### src/rtl/pipo_shift_reg_if.sv
// Control and status bundle for the universal shift register.
// The master side drives op and operands, and the slave side returns contents and status.
interface pipo_shift_reg_if #(
  parameter int WIDTH = 16,
  parameter int CNT_W = 5
);
  logic [2:0]       op;
  logic [WIDTH-1:0] data_in;
  logic             ser_in;
  logic [CNT_W-1:0] cnt_in;
  logic [WIDTH-1:0] data_out;
  logic             ser_out;
  logic             busy;
  logic             done;

  modport master (
    output op, data_in, ser_in, cnt_in,
    input  data_out, ser_out, busy, done
  );

  modport slave (
    input  op, data_in, ser_in, cnt_in,
    output data_out, ser_out, busy, done
  );
endinterface

### src/rtl/pipo_shift_reg.sv
// Universal datapath register: load, clear, single shifts and auto-sequenced ASR.
// All state updates happen on the falling edge of clk. Every output is registered.
module pipo_shift_reg #(
  parameter int WIDTH = 16,
  parameter int CNT_W = 5
) (
  input logic              clk,
  input logic              rst_n,
  pipo_shift_reg_if.slave  bus
);
  typedef enum logic [2:0] {
    OP_HOLD = 3'b000,
    OP_LOAD = 3'b001,
    OP_CLR  = 3'b010,
    OP_ASR  = 3'b011,
    OP_LSR  = 3'b100,
    OP_SHL  = 3'b101,
    OP_AUTO = 3'b110,
    OP_RSVD = 3'b111
  } op_t;

  logic [WIDTH-1:0] data_q;
  logic             ser_q;
  logic             busy_q;
  logic             done_q;
  logic [CNT_W-1:0] remaining_q;
  logic [WIDTH-1:0] asr_val;
  op_t              op_cur;

  assign asr_val = {data_q[WIDTH-1], data_q[WIDTH-1:1]};
  assign op_cur  = op_t'(bus.op);

  always_ff @(negedge clk or negedge rst_n) begin
    if (!rst_n) begin
      data_q      <= '0;
      ser_q       <= 1'b0;
      busy_q      <= 1'b0;
      done_q      <= 1'b0;
      remaining_q <= '0;
    end else begin
      done_q <= 1'b0;
      if (busy_q) begin
        // Only CLR can interrupt an auto-shift. It aborts without a done pulse.
        if (op_cur == OP_CLR) begin
          data_q      <= '0;
          ser_q       <= 1'b0;
          busy_q      <= 1'b0;
          remaining_q <= '0;
        end else begin
          data_q      <= asr_val;
          ser_q       <= data_q[0];
          remaining_q <= remaining_q - 1'b1;
          if (remaining_q == CNT_W'(1)) begin
            busy_q <= 1'b0;
            done_q <= 1'b1;
          end
        end
      end else begin
        case (op_cur)
          OP_LOAD: begin
            data_q <= bus.data_in;
            ser_q  <= 1'b0;
          end
          OP_CLR: begin
            data_q <= '0;
            ser_q  <= 1'b0;
          end
          OP_ASR: begin
            data_q <= asr_val;
            ser_q  <= data_q[0];
          end
          OP_LSR: begin
            data_q <= {bus.ser_in, data_q[WIDTH-1:1]};
            ser_q  <= data_q[0];
          end
          OP_SHL: begin
            data_q <= {data_q[WIDTH-2:0], bus.ser_in};
            ser_q  <= data_q[WIDTH-1];
          end
          OP_AUTO: begin
            // The first step runs on the start edge, so only cnt_in-1 steps remain after it.
            if (bus.cnt_in == '0) begin
              done_q <= 1'b1;
            end else begin
              data_q      <= asr_val;
              ser_q       <= data_q[0];
              remaining_q <= bus.cnt_in - 1'b1;
              busy_q      <= (bus.cnt_in > CNT_W'(1));
              done_q      <= (bus.cnt_in == CNT_W'(1));
            end
          end
          default: ;
        endcase
      end
    end
  end

  assign bus.data_out = data_q;
  assign bus.ser_out  = ser_q;
  assign bus.busy     = busy_q;
  assign bus.done     = done_q;
endmodule

### src/flat_wrapper.sv
// flat-port wrapper written by rule: the top's interface ports become plain ports
module pipo_shift_reg_flat 
#(
  parameter int WIDTH = 16,
  parameter int CNT_W = 5
)
  (clk, rst_n, bus_op, bus_data_in, bus_ser_in, bus_cnt_in, bus_data_out, bus_ser_out, bus_busy, bus_done);
  pipo_shift_reg_if #(.WIDTH(WIDTH), .CNT_W(CNT_W)) bus_i ();
  input logic clk;
  input logic rst_n;
  input wire logic [$bits(bus_i.op)-1:0] bus_op;
  input wire logic [$bits(bus_i.data_in)-1:0] bus_data_in;
  input wire logic [$bits(bus_i.ser_in)-1:0] bus_ser_in;
  input wire logic [$bits(bus_i.cnt_in)-1:0] bus_cnt_in;
  output wire logic [$bits(bus_i.data_out)-1:0] bus_data_out;
  output wire logic [$bits(bus_i.ser_out)-1:0] bus_ser_out;
  output wire logic [$bits(bus_i.busy)-1:0] bus_busy;
  output wire logic [$bits(bus_i.done)-1:0] bus_done;
  assign bus_i.op = bus_op;
  assign bus_i.data_in = bus_data_in;
  assign bus_i.ser_in = bus_ser_in;
  assign bus_i.cnt_in = bus_cnt_in;
  assign bus_data_out = bus_i.data_out;
  assign bus_ser_out = bus_i.ser_out;
  assign bus_busy = bus_i.busy;
  assign bus_done = bus_i.done;
  pipo_shift_reg #(.WIDTH(WIDTH), .CNT_W(CNT_W)) u_core (.clk(clk), .rst_n(rst_n), .bus(bus_i));
endmodule
### config.mk
export PLATFORM = sky130hd
export DESIGN_NAME = pipo_shift_reg_flat
export DESIGN_NICKNAME = d
export VERILOG_FILES = /design/src/rtl/pipo_shift_reg_if.sv /design/src/rtl/pipo_shift_reg.sv /design/src/flat_wrapper.sv
export SDC_FILE = /design/constraint.sdc
export NUM_CORES = 1
export LEC_CHECK = 0
export ABC_AREA = 1
export CAP_MARGIN = 20
export CORE_ASPECT_RATIO = 1.75
export CORE_MARGIN = 4
export CORE_UTILIZATION = 40
export CTS_CLUSTER_DIAMETER = 120
export DETAILED_ROUTE_END_ITERATION = 10
export HOLD_SLACK_MARGIN = 0.05
export PLACE_DENSITY = 0.72
export SLEW_MARGIN = 30
export SYNTH_ARGS = -nofsm -noshare
export SYNTH_HDL_FRONTEND = slang
export SYNTH_SLANG_ARGS = --single-unit
### constraint.sdc
create_clock -name clk -period 4.4 [get_ports clk]
set_clock_uncertainty 0.15 [all_clocks]
set_input_delay 0.88 -clock clk [delete_from_list [all_inputs] [get_ports clk]]
set_output_delay 0.88 -clock clk [all_outputs]
set_load 0.005 [all_outputs]
==> results of run 1 <==
## critical path, stage by stage
cell and delay [ns]:
clkdlybuf4s50_1 0.44, nor3_2 0.18, buf_4 0.14, nand3_2 0.08, nand2_4 0.11, nand2_8 0.10, o21ai_1 0.12, nand2_1 0.06
## state kept, by name, indices dropped and copies added, names as in the netlist
register and flops:
u_core.remaining_q 5, u_core.bus.done 1, u_core.bus.ser_out 1, u_core.bus.busy 1, u_core.bus.data_out 16
## final timing paths
kind	slack [ns]	cells past startpoint	to	startpoint
worst max-delay path	0.08	8	u_core.bus.ser_out	bus_cnt_in[3]
worst min-delay path	0.32	2	u_core.remaining_q[4]	u_core.remaining_q[4]
worst max register to register	2.65	6	u_core.bus.data_out[15]	u_core.bus.busy
worst min register to register	0.32	2	u_core.remaining_q[4]	u_core.remaining_q[4]
max in group asynchronous	0.89	2	u_core.bus.data_out[15]	rst_n
min in group asynchronous	2.90	2	u_core.bus.data_out[11]	rst_n
## placed cells by master (no fill, tap or decap), types with 2 or more instances in the layout
cell / instances
o21ai_0: 8
dlygate4sd2_1: 21
clkdlybuf4s50_1: 23
nor3_1: 2
nor2_2: 3
nand2_1: 123
o21ai_1: 2
o22ai_1: 2
buf_6: 2
nand3_1: 68
nor2_1: 6
buf_12: 3
ha_1: 3
inv_2: 2
inv_1: 12
nand2_4: 2
nand2_2: 3
dfrtn_1: 24
clkbuf_8: 3
buf_4: 37
## cells by family (layout without fill, tap and decap cells)
family,count (synthesis),in the layout,synth area share [%]
xor gates and xnor gates,2,2,0.972
DFF,24,24,33.3
AOI/OAI and AO/OA,17,17,5.28
buffers and inverters,27,106,6.74
adders and majority gates,4,4,2.78
and+or+nand+nor,211,211,50.9
## per-stage QoR
step	TNS, ns	cells	hold slack [ns]
floorplan	0	285	0.281
global placement	-6.98	401	0.307
detailed placement	-7.41	401	0.313
CTS	0	415	0.316
global route	-0.000747	415	0.339
finish	0	415	0.320
## final cells by class
type	instances	share of cell area (%)
Clock buffer	3	1.53
Clock inverter	1	1.11
Inverter	15	2.17
Multi-Input combinational cell	234	41.6
Sequential cell	24	22.2
Tap cell	51	2.36
Timing Repair Buffer	87	29.1
## report_power, final
part | internal [W] | switching (W) | leakage (nW)
Combinational | 0.000363 | 0.000448 | 1.11
Clock | 0.000122 | 0.0000743 | 0.0357
Sequential | 0.000324 | 0.0000618 | 0.306
## what timing repair did
item	CTS	global route
setup buffers	10	0
endpoints found under the setup margin	38	23
pin swaps	1	0
gates cloned	0	0
gates resized for setup	27	10
## metal layers
layer / up-vias / share of wire (%) / GRT usage, %
met5: - / 0 / 0
met4: 0 / 3.7 / 10.1
met3: 19 / 6.0 / 1.60
met2: 87 / 54 / 36.8
met1: 1022 / 36 / 24.1
li1: 1086 / - / -
==> metrics.md, run 1 <==
| Metric | Value |
|---|---|
| Proportion of layout cells with a drive suffix above 1 | `17.3%` |
| Total CTS buffers | `3` |
| Largest net degree at the start of global routing | `39` |
| PD cells | `515 nW/um^2` |
| Via density | `5.33` |
| Worst-path clk slew | `0.06 ns` |
| RePlAce Congestion | `0.862` |
| Status | `finished clean` |
| Final #Nets | `396` |
| Vias in the first global route | `2,247` |
| DRT iter0 DRCs | `94` |
| Final instance area | `2710 um^2` |
| Initial Utilization | `41.3%` |
| Worst skew pair latency | `0.28 ns` |
| HPWL Detailed | `4000 um` |
| Die area | `5680 um^2` |
| FF+latch count, synth | `24` |
| Synth cell count leaders | `nand2_1, nand3_1, dfrtn_1, inv_1, o21ai_0` |
| Cell Area, Synth | `1800 um^2` |
| DR pass1 iterations | `4` |
| Final setup viols | `0` |
| Die Span X | `58.7 um` |
| Power Total | `0.00139 W` |
| # IOs | `46` |
| Count of cell types in the netlist | `27` |
| Syn-to-layout area delta | `50.2%` |
| CTS tree | `yes` |
| Total GRT Usage | `20.8%` |
| First-pass GRT wire length | `9620 um` |
| LEAKAGE | `1.45 nW` |
| PnR worst setup slack | `0.0847 ns` |
| Final ANT Viol Nets | `0` |
| Clock tree root buffer cell | `clkbuf_8` |
| Area occupied by multi-input gates | `1120 um^2` |
| Ant. Diodes | `0` |
| Placed cell area | `2530 um^2` |
| Initial antenna violation count | `0` |
| Post-place setup slack | `-0.360 ns` |
| Final Max Tran Viols | `0` |
| Most common cell in the synthesized netlist | `nand2_1` |
| WL/cell | `13.7 um` |
| Final core utilization | `62.0%` |
| Max_cap viols | `0` |
| CP Launch Type | `input port` |
| Worst EP arrival | `2.10 ns` |
| Buffers on Ports | `45` |
| Crit Path Category | `input port to register` |
| Quantity of hold-fixing buffers added after cts | `0` |
| Number of synthesized flops with an enable pin | `0` |
| Slew HR | `71.1%` |
| Critical Path Sink Type | `register` |
| Top_reg_cell synth | `dfrtn_1` |
| FILL cells | `411` |
| Final hold vios | `0` |
| Die Span Y | `96.8 um` |
| Area leader, netlist | `dfrtn_1` |
| Cell Rows | `32` |
| Maximum VDD drop | `0.451 mV` |
| Clock sink total | `24` |
| Ranking of synthesized cells by area | `dfrtn_1, nand2_1, nand3_1, ha_1, inv_1` |
| DR DRC count | `0` |
| CP required | `2.18 ns` |
| Total core area | `4360 um^2` |
| Syn Nets | `316` |
| Hold crit path type | `register to register` |
| Htree depth | `1` |
| Async set-reset flop share out of synthesis | `100%` |
| Top-area cell type share of the netlist area | `33.3%` |
| Register area share after synthesis | `33.3%` |
| Final WL | `5690 um` |
| YS warnings | `0` |
| Clock buffer depth | `2` |
| Via count | `2,214` |
| Gr ovfl total | `0` |
| Area occupied by registers | `601 um^2` |
| CP max FO | `16` |
| Mapped Cells | `285` |
| Mean Syn Cell Area | `6.32 um^2` |
| Slew at the pin closest to its max-slew limit | `0.434 ns` |
Note: power is estimated with default switching activity, not from simulation.
==> run 2, diff against run 1 <==
--- a/config.mk
+++ b/config.mk
@@ -9,11 +9,12 @@
 export CAP_MARGIN = 20
 export CORE_ASPECT_RATIO = 1.75
 export CORE_MARGIN = 4
-export CORE_UTILIZATION = 40
+export CORE_UTILIZATION = 45
 export CTS_CLUSTER_DIAMETER = 120
 export DETAILED_ROUTE_END_ITERATION = 10
 export HOLD_SLACK_MARGIN = 0.05
-export PLACE_DENSITY = 0.72
+export PLACE_DENSITY = 0.79
+export RECOVER_POWER = 100
 export SLEW_MARGIN = 30
 export SYNTH_ARGS = -nofsm -noshare
 export SYNTH_HDL_FRONTEND = slang
==> run 2 against run 1 <==
  * Critical path depth stayed put
  * Setup slack worse by 0.019 ns
  * Clock-buffer cell count is 1 higher
  * Utilization is 7.0 points higher
  * Total power is 2.9% lower
  * Design area is 1.4% lower
  * Largest power group unchanged
==> metrics.md, run 2 (synthesized netlist as in run 1, its figures left out) <==
| Metric | Value |
|---|---|
| Final #Nets | `396 (unchanged)` |
| Gate power share | `60.3% (was 58.2%)` |
| Via density | `5.43 (was 5.33)` |
| Proportion of layout cells with a drive suffix above 1 | `16.5% (was 17.3%)` |
| Non-Filler Instances | `412 (was 415)` |
| PnR worst setup slack | `0.0658 ns (was 0.0847 ns)` |
| Initial antenna violation count | `0 (unchanged)` |
| Clock sink total | `24 (unchanged)` |
| Status | `finished clean (unchanged)` |
| Final WL | `5780 um (was 5690 um)` |
| Final instance area | `2670 um^2 (was 2710 um^2)` |
| Commonest non-fill, non-tap cell in the layout | `nand2_1 (unchanged)` |
| First-pass GRT wire length | `9790 um (was 9620 um)` |
| HPWL Detailed | `4220 um (was 4000 um)` |
| Area occupied by registers | `601 um^2 (unchanged)` |
| CP required | `2.18 ns (about the same)` |
| Final hold vios | `0 (unchanged)` |
| Switching share of power | `43.6% (was 41.9%)` |
| Worst EP arrival | `2.11 ns (was 2.10 ns)` |
| Final ANT Viol Nets | `0 (unchanged)` |
| Clock buffer depth | `2 (unchanged)` |
| Total core area | `3870 um^2 (was 4360 um^2)` |
| Hold crit path type | `register to register (unchanged)` |
| DRT iter0 DRCs | `143 (was 94)` |
| Htree depth | `1 (unchanged)` |
| Final Max Tran Viols | `0 (unchanged)` |
| Final setup viols | `0 (unchanged)` |
| Clock tree root buffer cell | `clkbuf_8 (unchanged)` |
| Worst skew pair latency | `0.28 ns (about the same)` |
| DR DRC count | `0 (unchanged)` |
| CP max FO | `16 (unchanged)` |
| Ant. Diodes | `0 (unchanged)` |
| CP Launch Type | `input port (unchanged)` |
| Post-place setup slack | `-0.428 ns (was -0.360 ns)` |
| RePlAce Congestion | `0.874 (was 0.862)` |
| Die area | `5120 um^2 (was 5680 um^2)` |
| Largest net degree at the start of global routing | `32 (was 39)` |
| DR pass1 iterations | `5 (was 4)` |
| Gr ovfl total | `0 (unchanged)` |
| Slew at the pin closest to its max-slew limit | `0.631 ns (was 0.434 ns)` |
| Crit Path Category | `input port to register (unchanged)` |
| Maximum VDD drop | `0.392 mV (was 0.451 mV)` |
| Die Span X | `55.8 um (was 58.7 um)` |
| Via count | `2,239 (was 2,214)` |
| Sequential power share | `28.3% (was 27.7%)` |
| Worst-path clk slew | `0.06 ns (about the same)` |
| Inst Count DP | `403 (was 401)` |
| Syn-to-layout area delta | `48.1% (was 50.2%)` |
| Total GRT Usage | `23.4% (was 20.8%)` |
| Critical Path Sink Type | `register (unchanged)` |
| WL/cell | `14.0 um (was 13.7 um)` |
| LEAKAGE | `1.43 nW (was 1.45 nW)` |
| # IOs | `46 (unchanged)` |
| Clock share of power | `11.4% (was 14.1%)` |
| Placed cell area | `2560 um^2 (was 2530 um^2)` |
| CTS tree | `yes (unchanged)` |
| Area occupied by multi-input gates | `1120 um^2 (about the same)` |
| Slew HR | `57.9% (was 71.1%)` |
| P_int | `0.000763 W (was 0.000809 W)` |
| Most frequent cells in the layout | `nand2_1, nand3_1, buf_4 (unchanged)` |
| Cell Rows | `30 (was 32)` |
| Buffers on Ports | `45 (unchanged)` |
| Die Span Y | `91.7 um (was 96.8 um)` |
| Largest register FFs | `16 (unchanged)` |
| Vias in the first global route | `2,163 (was 2,247)` |
| Total CTS buffers | `3 (unchanged)` |
| Initial Utilization | `46.6% (was 41.3%)` |
| Max_cap viols | `0 (unchanged)` |
| FILL cells | `341 (was 411)` |
| Sw Pwr | `0.000590 W (was 0.000584 W)` |
| PD cells | `507 nW/um^2 (was 515 nW/um^2)` |
-- run 2: per-stage QoR --
step           setup TNS, ns  power [W]  hold WS (ns)  utilization [%]
5_1_grt              -0.0187    0.00147         0.372             69.0
4_1_cts                    0    0.00134         0.320             68.4
3_5_place_dp           -8.82    0.00120         0.317             66.3
2_1_floorplan              0   0.000806         0.281                -
3_3_place_gp           -7.28    0.00119         0.308             66.3
6_report                   0    0.00135         0.321             69.0
-- run 2: path summary, 6_finish.rpt --
path | startpoint | end | slack [ns] | depth (start not counted)
min | u_core.remaining_q[3] | u_core.remaining_q[3] | 0.32 | 2
max reg2reg | u_core.bus.busy | u_core.bus.data_out[14] | 2.73 | 7
max in group asynchronous | rst_n | u_core.bus.data_out[2] | 0.58 | 2
max | bus_cnt_in[3] | u_core.bus.ser_out | 0.07 | 8
min reg2reg | u_core.remaining_q[3] | u_core.remaining_q[3] | 0.32 | 2
min in group asynchronous | rst_n | u_core.bus.data_out[7] | 3.08 | 2
-- run 2: per-layer routing --
layer  part of all wire (%)  global-route usage, %
met2                     55                   45.9
met1                     36                   24.7
met3                    5.6                   2.68
met4                    2.8                   8.51
met5                      0                      0
-- run 2: cell type report --
class                      count  area share, %
tap                           48           2.25
multi-input combinational    234           41.9
inverter                      15           2.20
timing repair buffer          87           29.1
sequential                    24           22.5
clock buffer                   4           2.06
-- run 2: timing repair --
item / 4_1_cts / 5_1_grt
setup endpoints to repair: 41 / 19
gates cloned: 0 / 0
setup buffers: 5 / 0
resized for setup: 27 / 10
hold buffers: 0 / 0
-- run 2: power groups by stage --
| stage | Combinational, W | Clock, W | Sequential, W |
|---|---|---|---|
| after floorplan | 0.000382 | 0 | 0.000424 |
| after global placement | 0.000786 | 0 | 0.000404 |
| after detailed placement | 0.000799 | 0 | 0.000404 |
| after CTS | 0.000806 | 0.000157 | 0.000381 |
| after global routing | 0.000904 | 0.000166 | 0.000395 |
| final | 0.000816 | 0.000155 | 0.000383 |
-- run 2: worst max-delay path, cell delays in order --
cell,delay (ns)
clkdlybuf4s50_1,0.42
nor3_1,0.19
buf_4,0.15
nand3_2,0.09
nand2_4,0.11
nand2_8,0.10
o21ai_1,0.11
nand2_1,0.06
==> run 3, diff against run 2 <==
--- a/config.mk
+++ b/config.mk
@@ -15,6 +15,7 @@
 export HOLD_SLACK_MARGIN = 0.05
 export PLACE_DENSITY = 0.79
 export RECOVER_POWER = 100
+export SETUP_SLACK_MARGIN = 0.02
 export SLEW_MARGIN = 30
 export SYNTH_ARGS = -nofsm -noshare
 export SYNTH_HDL_FRONTEND = slang
==> run 3 against run 2 <==
  * Clock power about the same
  * Flip-flop and latch count unchanged
  * First-iteration DRC count decreased by 18%
  * Sequential power about the same
  * Register-to-register slack got worse by 0.08 ns
  * Final cell count increased by 0.24%
  * Via count increased by 2.0%
  * Utilization increased by 0.87 points
  * Largest cell class unchanged
  * Largest power group unchanged
  * Highest routed layer unchanged
==> metrics.md, run 3 (synthesized netlist as in run 1, its figures left out) <==
| Metric | Value |
|---|---|
| Slew at the pin closest to its max-slew limit | `0.625 ns (was 0.631 ns)` |
| FILL cells | `335 (was 341)` |
| DRT iter0 DRCs | `117 (was 143)` |
| Clock buffer depth | `2 (unchanged)` |
| Clock tree root buffer cell | `clkbuf_8 (unchanged)` |
| Final setup viols | `0 (unchanged)` |
| Worst-path clk slew | `0.06 ns (about the same)` |
| Via density | `5.53 (was 5.43)` |
| HPWL Detailed | `4220 um (unchanged)` |
| DR pass1 iterations | `5 (unchanged)` |
| Final ANT Viol Nets | `0 (unchanged)` |
| CP max FO | `8 (was 16)` |
| Worst EP arrival | `2.13 ns (was 2.11 ns)` |
| Largest net degree at the start of global routing | `32 (unchanged)` |
| Cell Rows | `30 (unchanged)` |
| Post-place setup slack | `-0.428 ns (unchanged)` |
| Inst Count DP | `403 (unchanged)` |
| Buf/Inv on CP | `2 (unchanged)` |
| Hold Path Origin | `u_core.remaining_q[3] (unchanged)` |
| Total core area | `3870 um^2 (unchanged)` |
| Status | `finished clean (unchanged)` |
| Non-Filler Instances | `413 (was 412)` |
| Top Usage Layer GRT | `met2 (unchanged)` |
| Critical Path Sink Type | `register (unchanged)` |
| Worst-path cell chain | `clkdlybuf4s50_1 -> nor3_2 -> buf_4 -> nand3_2 -> nand2_4 -> nand2_4 -> nand2_1 -> nand2_1 (was clkdlybuf4s50_1 -> nor3_1 -> buf_4 -> nand3_2 -> nand2_4 -> nand2_8 -> o21ai_1 -> nand2_1)` |
| Met1 global-route usage | `24.7% (unchanged)` |
| Proportion of layout cells with a drive suffix above 1 | `18.1% (was 16.5%)` |
| Initial antenna violation count | `0 (unchanged)` |
| Final Max Tran Viols | `0 (unchanged)` |
| Commonest non-fill, non-tap cell in the layout | `nand2_1 (unchanged)` |
| Vias in the first global route | `2,179 (was 2,163)` |
| First-pass GRT wire length | `9830 um (was 9790 um)` |
| Slew HR | `58.3% (was 57.9%)` |
| Area occupied by registers | `601 um^2 (unchanged)` |
| Slowest stage delay, CP | `0.43 ns (was 0.42 ns)` |
| Hold crit path type | `register to register (unchanged)` |
| Maximum VDD drop | `0.392 mV (about the same)` |
| Worst path slowest cell | `clkdlybuf4s50_1 (unchanged)` |
| Die Span X | `55.8 um (unchanged)` |
| Clock sink total | `24 (unchanged)` |
| PnR worst setup slack | `0.0466 ns (was 0.0658 ns)` |
| CP required | `2.18 ns (about the same)` |
| CP top delay family | `simple AND/OR/NAND/NOR gates (was buffers and inverters)` |
| Die Span Y | `91.7 um (unchanged)` |
| Htree depth | `1 (unchanged)` |
| Final hold vios | `0 (unchanged)` |
| Largest register FFs | `16 (unchanged)` |
| Final WL | `5940 um (was 5780 um)` |
| RSZ-0062 raised after global routing | `yes` |
| Buffers on Ports | `45 (unchanged)` |
| DR DRC count | `0 (unchanged)` |
| Gr ovfl total | `0 (unchanged)` |
| Worst skew pair latency | `0.27 ns (was 0.28 ns)` |
| M2 GR Usage | `46.4% (was 45.9%)` |
| RePlAce Congestion | `0.874 (unchanged)` |
| Crit Path Category | `input port to register (unchanged)` |
| WL/cell | `14.4 um (was 14.0 um)` |
| LEAKAGE | `1.45 nW (was 1.43 nW)` |
| # IOs | `46 (unchanged)` |
| PD cells | `508 nW/um^2 (was 507 nW/um^2)` |
| Initial Utilization | `46.6% (unchanged)` |
| Total CTS buffers | `3 (unchanged)` |
| Die area | `5120 um^2 (unchanged)` |
| Total GRT Usage | `23.5% (was 23.4%)` |
| Via count | `2,283 (was 2,239)` |
| Area occupied by multi-input gates | `1140 um^2 (was 1120 um^2)` |
| Met3 Usage GRT | `2.54% (was 2.68%)` |
| Beginning of the critical path | `bus_cnt_in[2] (was bus_cnt_in[3])` |
| CP Launch Type | `input port (unchanged)` |
| Syn-to-layout area delta | `49.9% (was 48.1%)` |
| CTS tree | `yes (unchanged)` |
| R2r startpoint | `u_core.bus.busy (unchanged)` |
| Most frequent cells in the layout | `nand2_1, nand3_1, buf_4 (unchanged)` |
| Ant. Diodes | `0 (unchanged)` |
| Max_cap viols | `0 (unchanged)` |
| Final #Nets | `397 (was 396)` |
| Quantity of hold-fixing buffers added after cts | `0 (unchanged)` |
## run 3: cell count changes in the layout (fill, tap and decap cells not counted)
cell and delta:
nand2_1 -3, nand2_2 +3, buf_6 +1, clkbuf_4 -1
clkdlybuf4s50_1 -1, dlymetal6s2s_1 +1, nand2_4 +1, nor3_1 -1
nor3_2 +1, o21ai_1 -1, o21ai_2 +1
## run 3: layout make-up
class	instances	area share (%)
multi-input cells	235	42.4
repair buffers	87	28.9
flip-flops and latches	24	22.2
well taps	48	2.22
inverters	15	2.18
clock buffers	4	2.04
## run 3: metrics by stage
| step | cell area (um^2) | power (W) | hold slack, ns | TNS, ns | util, % |
|---|---|---|---|---|---|
| after floorplan | 1800 | 0.000806 | 0.281 | 0 | - |
| after global placement | 2560 | 0.00119 | 0.308 | -7.28 | 66.3 |
| after detailed placement | 2560 | 0.00120 | 0.317 | -8.82 | 66.3 |
| after CTS | 2670 | 0.00135 | 0.320 | 0 | 69.1 |
| after global routing | 2700 | 0.00149 | 0.372 | -0.0306 | 69.9 |
| final | 2700 | 0.00137 | 0.318 | 0 | 69.9 |
## run 3: path summary, 6_finish.rpt
kind,slack [ns],cells past startpoint,end
worst max-delay path,0.05,8,u_core.bus.data_out[0]
worst min-delay path,0.32,2,u_core.remaining_q[3]
worst max register to register,2.65,7,u_core.bus.data_out[14]
worst min register to register,0.32,2,u_core.remaining_q[3]
max in group asynchronous,0.58,2,u_core.bus.data_out[11]
min in group asynchronous,3.08,2,u_core.bus.data_out[7]
## run 3: report_power, final
part / internal (W) / switching, W / total (W)
Clock: 0.0000799 / 0.0000741 / 0.000154
Combinational: 0.000364 / 0.000471 / 0.000835
Sequential: 0.000324 / 0.0000580 / 0.000382
Total: 0.000768 / 0.000603 / 0.00137
## run 3: worst reg2reg max path: stages, from the launching register on
cell and delay [ns]:
dfrtn_1 0.35, buf_4 0.16, inv_1 0.37, buf_4 0.41
nand2_1 0.14, nand2_1 0.10, nand2_1 0.06, nand2_1 0.05
## run 3: metal layers
metal / vias up / part of all wire (%)
li1: 1091 / -
met5: - / 0
met1: 1052 / 36
met2: 126 / 55
met4: 0 / 2.9
met3: 14 / 6.4
## run 3: repair_timing
item                                    in CTS  in global routing
gates resized for setup                     31                 13
setup buffers                                5                  0
pin swaps                                    3                  1
cloned                                       0                  1
endpoints found under the setup margin      41                 21
